`config.mk`:
```
export PLATFORM = sky130hd
export DESIGN_NAME = uart_rx
export DESIGN_NICKNAME = d
export VERILOG_FILES = /design/src/rtl/uart_rx.sv
export SDC_FILE = /design/constraint.sdc
export NUM_CORES = 1
export LEC_CHECK = 0
export ABC_AREA = 1
export BUFFER_PORTS_ARGS = -buffer_cell sky130_fd_sc_hd__clkbuf_2
export CAP_MARGIN = 20
export CORE_ASPECT_RATIO = 0.75
export CORE_MARGIN = 2
export CORE_UTILIZATION = 54
export DETAILED_ROUTE_END_ITERATION = 8
export PLACE_DENSITY = 0.74
export SLEW_MARGIN = 20
export SYNTH_ARGS = -nofsm -noshare
export SYNTH_HDL_FRONTEND = slang
export SYNTH_SLANG_ARGS = --single-unit
export TNS_END_PERCENT = 30
```
`constraint.sdc`:
```
create_clock -name clk -period 1.5 [get_ports clk]
set_input_delay 0.225 -clock clk [delete_from_list [all_inputs] [get_ports clk]]
set_output_delay 0.225 -clock clk [all_outputs]
set_load 0.05 [all_outputs]
```
`src/rtl/uart_rx.sv`:
```
// 8N1 UART receiver with 16x oversampling, false-start rejection and 3-sample majority vote.
// Received bytes are offered on a valid/ready handshake; a dropped byte sets a sticky overrun flag.
module uart_rx #(
    parameter int unsigned DIV = 651,
    parameter int unsigned OVS = 16
) (
    input  logic       clk,
    input  logic       rst,
    input  logic       RxD,
    output logic [7:0] rx_data,
    output logic       rx_valid,
    input  logic       rx_ready,
    output logic       rx_busy,
    output logic       frame_err,
    output logic       overrun
);

    typedef enum logic [2:0] {
        IDLE,
        START,
        DATA,
        STOP,
        WAIT_HIGH
    } state_t;

    localparam logic [15:0] DIV_LAST = 16'(DIV - 1);
    localparam logic [3:0]  OS_LAST  = 4'(OVS - 1);
    localparam logic [3:0]  OS_MID   = 4'd9;

    state_t      state;
    logic        rxd_m;
    logic        rxd_s;
    logic [15:0] div_cnt;
    logic [3:0]  os_cnt;
    logic [2:0]  bit_cnt;
    logic [1:0]  samp;
    logic [7:0]  shift;
    logic        tick;
    logic        mid_tick;
    logic        end_tick;
    logic        maj;

    assign tick     = (div_cnt == DIV_LAST);
    assign mid_tick = tick && (os_cnt == OS_MID);
    assign end_tick = tick && (os_cnt == OS_LAST);
    // samp holds the samples from ticks 7 and 8; rxd_s is sample 9 on the mid tick
    assign maj      = (samp[1] & samp[0]) | (samp[1] & rxd_s) | (samp[0] & rxd_s);
    assign rx_busy  = (state != IDLE);

    always_ff @(posedge clk or negedge rst) begin
        if (!rst) begin
            rxd_m <= 1'b1;
            rxd_s <= 1'b1;
        end else begin
            rxd_m <= RxD;
            rxd_s <= rxd_m;
        end
    end

    // Counters sit at zero in IDLE so sampling is aligned to the detected start edge
    always_ff @(posedge clk or negedge rst) begin
        if (!rst) begin
            div_cnt <= '0;
            os_cnt  <= '0;
            samp    <= '1;
        end else if (state == IDLE) begin
            div_cnt <= '0;
            os_cnt  <= '0;
        end else if (tick) begin
            div_cnt <= '0;
            os_cnt  <= 4'(os_cnt + 4'd1);
            samp    <= {samp[0], rxd_s};
        end else begin
            div_cnt <= 16'(div_cnt + 16'd1);
        end
    end

    always_ff @(posedge clk or negedge rst) begin
        if (!rst) begin
            state     <= IDLE;
            bit_cnt   <= '0;
            shift     <= '0;
            rx_data   <= '0;
            rx_valid  <= 1'b0;
            frame_err <= 1'b0;
            overrun   <= 1'b0;
        end else begin
            frame_err <= 1'b0;
            if (rx_valid && rx_ready) begin
                rx_valid <= 1'b0;
            end
            case (state)
                IDLE: begin
                    if (!rxd_s) begin
                        state <= START;
                    end
                end
                START: begin
                    if (mid_tick && maj) begin
                        state <= IDLE;
                    end else if (end_tick) begin
                        state   <= DATA;
                        bit_cnt <= '0;
                    end
                end
                DATA: begin
                    if (mid_tick) begin
                        shift <= {maj, shift[7:1]};
                    end
                    if (end_tick) begin
                        if (bit_cnt == 3'd7) begin
                            state <= STOP;
                        end else begin
                            bit_cnt <= 3'(bit_cnt + 3'd1);
                        end
                    end
                end
                STOP: begin
                    if (mid_tick) begin
                        if (maj) begin
                            // A byte accepted on this same edge frees the slot for the new one
                            if (!rx_valid || rx_ready) begin
                                rx_data  <= shift;
                                rx_valid <= 1'b1;
                            end else begin
                                overrun <= 1'b1;
                            end
                            state <= IDLE;
                        end else begin
                            frame_err <= 1'b1;
                            state     <= WAIT_HIGH;
                        end
                    end
                end
                WAIT_HIGH: begin
                    if (rxd_s) begin
                        state <= IDLE;
                    end
                end
                default: state <= IDLE;
            endcase
        end
    end

endmodule
```
==> results of run 1 <==
per-stage QoR:
| stage | std cells | area (sq um) | hold slack, ns | total power, W |
|---|---|---|---|---|
| final | 419 | 3193 | 0.1490 | 0.002369 |
| after global routing | 419 | 3193 | 0.1385 | 0.002442 |
| after CTS | 419 | 3126 | 0.1268 | 0.002382 |
| after detailed placement | 407 | 2908 | 0.1560 | 0.001391 |
| after global placement | 407 | 2908 | 0.1507 | 0.001391 |
| after floorplan | 302 | 2486 | -0.07059 | 0.001354 |
sequential cells by signal, indices dropped and copies added (netlist names):
signal and flops:
rx_data 8, shift 8, state 3, samp 2, os_cnt 4, frame_err 1
rx_valid 1, rxd_s 1, div_cnt 16, rxd_m 1, overrun 1, bit_cnt 3
Yosys cell counts (4+ instances only):
library cell,instances,share of area
a21oi_1,6,0.012
dfrtp_1,45,0.45
dfstp_2,4,0.042
ha_1,6,0.030
inv_1,21,0.032
inv_2,12,0.018
nand2_1,84,0.13
nand3_1,19,0.038
nand4_1,11,0.028
nor2_1,35,0.053
nor2_2,4,0.010
nor3_1,11,0.022
o21ai_0,5,0.010
o21ai_1,9,0.018
what timing repair did:
item	CTS	global route
endpoints found under the hold margin	10	0
pin swaps	2	9
setup buffers	2	0
hold buffers	2	0
gates resized for setup	16	18
setup endpoints to repair	36	46
worst register-to-register path, cell delays in order (launching register included):
cell,delay [ns]
dfrtp_1,0.38
inv_1,0.06
ha_2,0.18
inv_2,0.04
buf_4,0.13
nor2_4,0.10
nand4_4,0.14
nor2_8,0.21
nand3_4,0.16
nand2_1,0.09
nand2_1,0.06
power by group through the flow:
stage | logic [W] | clock network (W) | registers (W)
floorplan | 0.00000149 | 0 | 0.00135
global placement | 0.0000381 | 0 | 0.00135
detailed placement | 0.0000382 | 0 | 0.00135
CTS | 0.0000429 | 0.00101 | 0.00133
global route | 0.0000482 | 0.00107 | 0.00133
finish | 0.0000410 | 0.00100 | 0.00133
routing by layer:
layer  track usage  vias to the layer above
met3       0.05347                       10
met1        0.3359                     1008
met5             0                        -
met4       0.06875                        0
li1              -                     1099
met2        0.3558                       36
final cells by class:
| cell class | instances | share of cell area |
|---|---|---|
| Tap cell | 57 | 0.02234 |
| Inverter | 34 | 0.03997 |
| Multi-Input combinational cell | 216 | 0.3813 |
| Timing Repair Buffer | 55 | 0.1332 |
| Sequential cell | 49 | 0.3856 |
| Clock buffer | 6 | 0.02586 |
| Clock inverter | 2 | 0.01176 |
cell families after synthesis:
| group | after synthesis |
|---|---|
| buffers and inverters | 37 |
| AO/OA/AOI/OAI | 26 |
| XOR/XNOR | 2 |
| flip-flops | 49 |
| AND/OR/NAND/NOR | 182 |
| adder cells (fa/ha/maj) | 6 |
path summary, 6_finish.rpt:
check,to,slack (ns)
max,rx_data[4],-0.14
min,rx_valid,0.15
max reg2reg,rx_data[4],-0.14
min reg2reg,rxd_s,0.36
max in group asynchronous,frame_err,0.64
min in group asynchronous,os_cnt[2],0.36
==> results.tsv, run 1 <==
metric	value	unit
status	finished with violations	
failing checks	setup timing	
I/O pin count	16	
Max VDD drop	0.7297	mV
Buf+Inv Stages, Crit Path	3	
most frequent cells in the layout	nand2_1, dfrtp_1, buf_4	
DP Worst Slack	-0.1188	ns
FF/Latch Area	1231	sq um
Net Switching	0.0004896	W
setup TNS	-2.216	ns
Ys Warns	0	
post-layout util	0.7191	
XOR/XNOR Fraction of Synth Area	0.007046	
number of I/O port buffers	15	
clock buffer depth	2	
drt total wl	5416	um
Net Count, Synth	312	
Vias	2153	
worst-margin pin slew	0.3823	ns
largest net degree at the start of global routing	37	
Root Buffer	clkbuf_8	
All-Layer GR Usage	0.2349	
Critical Path Stages	10	
Fillers	320	
most common library cell in the layout ignoring fill and taps	nand2_1	
Simple-Gate Fraction of Synth Area	0.3513	
Hold Path Origin	rx_ready	
RSZ-0062 raised after global routing	true	
Top Metal Used	met4	
CP Cell Sequence	inv_1, ha_2, inv_2, buf_4, nor2_4, nand4_4, nor2_8, nand3_4, nand2_1, nand2_1	
vias in the first global route	2090	
DR iter-0 viols	124	
Compound-Gate Fraction of Synth Area	0.05687	
skew final	0.009523	ns
post-synthesis mux area share	0	
distinct cell type count after synthesis	35	
Critical Path Start Type	flip-flop	
Sw Ratio	0.2067	
initial core utilization	0.5599	
CTS tree	yes	
Clk Latency, worst-skew pair	0.31	ns
Antenna Cells	0	
Avg Inst Size Synth	8.232	sq um
most used cell, CP	nand2_1	
CORE AREA	4441	sq um
Pint	0.001879	W
Die Ht	62.76	um
Relative slew margins	0.7451	
post-layout minimum cycle time	1.643	ns
Residual DRC	0	
Worst-path clk slew	0.09	ns
crit path capture type	flip-flop	
DP HPWL	3877	um
Worst Hold Depth	2	
number of synthesized flops with an enable pin	0	
CP max-delay cell	dfrtp_1	
Hold Vio Cnt, Final	0	
register area share after synthesis	0.4952	
setup ws final	-0.1434	ns
die area	5168	sq um
Async SR Flop Fraction	1.000	
period utilisation layout	1.096	
WP data arrival	1.84	ns
leak pwr	1.601	nW
maxcap violations	0	
WP data required	1.70	ns
Area growth syn-to-layout	28.43	%
Final Slew Violations	0	
Register-to-Register Path Depth	10	
WL met3	173	um
f_max	0.6085	GHz
WL/cell	12.93	um
GRT overflow	0	
Multi-input gate area	1217	sq um
Clk pwr share	0.423	
RD Place Congestion	0.9017	
class of the worst hold path	primary input to flip-flop	
critical path class	flip-flop to flip-flop	
Power Density	741.9	nW/um^2
CP Max Fanout	8	
CP startpoint	div_cnt[0]	
synthesized flop and latch total	49	
Routed Antenna Nets	0	
Seq pwr share	0.560	
Worst R2R Start	div_cnt[0]	
clock sinks	49	
ratio of cells with drive above 1 in the final layout	0.3260	
Combinational Power Share	0.017	
first-pass GRT wire length	9294	um
WL met2	2457	um
Rows	21	
Top Family by Delay on Critical Path	simple AND/OR/NAND/NOR gates	
nets	371	
Adder-Cell Fraction of Synth Area	0.03020	
Syn Std Cell Area	2486	sq um
antenna violations before repair	0	
Gate Count Post-Synth	302	
Via density	5.138	
# H-tree levels	2	
largest family of logic cells by synthesized area	simple AND/OR/NAND/NOR gates	
top_reg_cell synth	dfrtp_1	
Num CTS Buffers	5	
Pre-antenna DRT Iters	4	
Die X	82.35	um
final setup vio count	30	
DRT met1 WL	2689	um
CP max stage delay	0.38	ns
No activity file was read; power rests on OpenSTA's default activity.
==> run 2, diff against run 1 <==
--- a/config.mk
+++ b/config.mk
@@ -8,9 +8,11 @@
 export ABC_AREA = 1
 export BUFFER_PORTS_ARGS = -buffer_cell sky130_fd_sc_hd__clkbuf_2
 export CAP_MARGIN = 20
+export CELL_PAD_IN_SITES_DETAIL_PLACEMENT = 0
+export CELL_PAD_IN_SITES_GLOBAL_PLACEMENT = 1
 export CORE_ASPECT_RATIO = 0.75
 export CORE_MARGIN = 2
-export CORE_UTILIZATION = 54
+export CORE_UTILIZATION = 41
 export DETAILED_ROUTE_END_ITERATION = 8
 export PLACE_DENSITY = 0.74
 export SLEW_MARGIN = 20
==> run 2 against run 1 <==
Effect of this change:
- the flow still finishes with violations (setup timing)
- via count shrank 1.1%
- register-to-register slack got worse by 0.02 ns
- worst hold slack lost 0.019 ns
- sequential share of layout area decreased by 0.81 points
- critical path type unchanged
- critical endpoint is now state[0]
- largest cell class is now multi-input combinational cells
==> results.tsv, run 2 (synthesized netlist as in run 1, its figures left out) <==
metric	value	unit	change
status	finished with violations		
failing checks	setup timing		
Top reg by flops	div_cnt		
CTS tree	yes		
Cell Area, Placed	2957	sq um	+1.7%
Relative slew margins	0.7162		-0.02897
# H-tree levels	2		unchanged
DR iter-0 viols	96		-23%
final instance area	3262	sq um	+2.2%
Die Ht	71.44	um	+14%
WL/cell	12.25	um	-5.3%
Worst-path clk slew	0.09	ns	about the same
class of the worst hold path	primary input to flip-flop		
I/O pin count	16		unchanged
first-pass GRT wire length	9549	um	+2.7%
cell count after placement	431		+5.9%
WHS	0.1301	ns	-0.01884 ns
f_max	0.5999	GHz	-1.4%
clock sinks	49		unchanged
most frequent cells in the layout	nand2_1, dfrtp_1, buf_4		
nets	373		+0.54%
All-Layer GR Usage	0.1786		-0.05627
Residual DRC	0		unchanged
initial core utilization	0.4268		-0.1331
Critical Path Start Type	flip-flop		
Max VDD drop	0.5154	mV	-29%
Seq pwr share	0.567		+0.007
max reg flops	16		unchanged
worst-margin pin slew	0.4225	ns	+0.04021 ns
Num CTS Buffers	5		unchanged
GRT overflow	0		unchanged
crit path capture type	flip-flop		
antenna violations before repair	0		unchanged
Clk pwr share	0.415		-0.008
Hold Path Origin	rx_ready		
setup ws final	-0.1670	ns	-0.02359 ns
Pre-antenna DRT Iters	4		unchanged
Antenna Cells	0		unchanged
most common library cell in the layout ignoring fill and taps	nand2_1		
Combinational Power Share	0.018		about the same
largest net degree at the start of global routing	37		unchanged
skew final	0.006436	ns	-0.003087 ns
Root Buffer	clkbuf_8		
vias in the first global route	2070		-0.96%
Vias	2130		-1.1%
setup TNS	-3.404	ns	-1.188 ns
post-layout minimum cycle time	1.667	ns	+0.02359 ns
period utilisation layout	1.111		+0.01573
maxcap violations	0		unchanged
Power Density	717.3	nW/um^2	-3.3%
Pint	0.001837	W	-2.3%
DP HPWL	3880	um	about the same
number of I/O port buffers	15		unchanged
WP data arrival	1.86	ns	+0.02 ns
DP Worst Slack	-0.1729	ns	-0.05409 ns
die area	6709	sq um	+30%
Final Slew Violations	0		unchanged
CP Max Fanout	5		-3
Area growth syn-to-layout	31.20	%	
critical path class	flip-flop to flip-flop		
Clk Latency, worst-skew pair	0.30	ns	about the same
Hold Vio Cnt, Final	0		unchanged
CP startpoint	div_cnt[0]		
leak pwr	1.615	nW	+0.86%
Routed Antenna Nets	0		unchanged
drt total wl	5413	um	about the same
Rows	24		+14%
Die X	93.92	um	+14%
clock buffer depth	2		unchanged
Via density	4.819		-6.2%
reg2reg setup slack	-0.17	ns	-0.02 ns
final setup vio count	43		+43%
ratio of cells with drive above 1 in the final layout	0.3516		+0.02568
Worst R2R Start	div_cnt[0]		
Sw Ratio	0.2150		+0.008278
RD Place Congestion	0.8789		-2.5%
RSZ-0062 raised after global routing	true		
WP data required	1.70	ns	about the same
CORE AREA	5826	sq um	+31%
largest registers	div_cnt x16, rx_data x8, shift x8		
Net Switching	0.0005030	W	+2.7%
Post-Layout Cell Count	442		+5.5%
==> run 2: changes by cell type in the layout (fill, tap and decap cells not counted), moves of 2 or more <==
cell	change
buf_4	+2
nor2_2	-2
nor2_4	+2
nand2_1	-6
nand2_2	+5
==> run 2: layout make-up <==
class	instances	area, sq um
Clock buffer	5	68.82
Timing Repair Buffer	57	440.4
Inverter	34	130.1
Tap cell	78	97.59
Sequential cell	49	1231
Fill cell	557	2564
Clock inverter	3	46.29
Multi-Input combinational cell	216	1247
==> run 2: critical path, cell delays in order, from the launching register on <==
cell	delay (ns)
dfrtp_1	0.40
inv_1	0.07
ha_2	0.19
inv_2	0.04
nor2_2	0.09
nand2_2	0.07
nor2_4	0.18
nand4_1	0.19
nand3_2	0.16
and2_1	0.13
nand2_1	0.05
==> run 2: final timing paths <==
kind / endpoint / cells after the start
worst max-delay path: state[0] / 10
worst min-delay path: rx_valid / 2
worst max register to register: state[0] / 10
worst min register to register: rxd_s / 0
max in group asynchronous: div_cnt[13] / 3
min in group asynchronous: os_cnt[0] / 2
==> run 2: power groups by stage <==
stage | clock network [W] | logic (W) | registers [W]
after floorplan | 0 | 0.00000149 | 0.00135
after global placement | 0 | 0.0000397 | 0.00135
after detailed placement | 0 | 0.0000398 | 0.00135
after CTS | 0.00100 | 0.0000442 | 0.00133
after global routing | 0.00105 | 0.0000495 | 0.00133
final | 0.000972 | 0.0000412 | 0.00133
==> run 2: layer usage <==
metal,wire length (um),GRT usage,vias up
li1,-,-,1097
met2,2302,0.2571,36
met5,0,0,-
met1,2916,0.2830,995
met4,18,0.02899,0
met3,177,0.03575,2
==> run 2: what timing repair did <==
action | CTS | global route
buffers inserted | 0 | 1
pin swaps | 9 | 9
endpoints found under the hold margin | 10 | 0
hold buffers | 2 | 0
resized for setup | 22 | 23
setup endpoints to repair | 45 | 47
==> run 2: metrics by stage <==
stage	util	total power, W
4_1_cts	0.5447	0.002371
6_report	0.5599	0.002340
3_3_place_gp	0.5075	0.001392
2_1_floorplan	-	0.001354
3_5_place_dp	0.5075	0.001392
5_1_grt	0.5599	0.002422
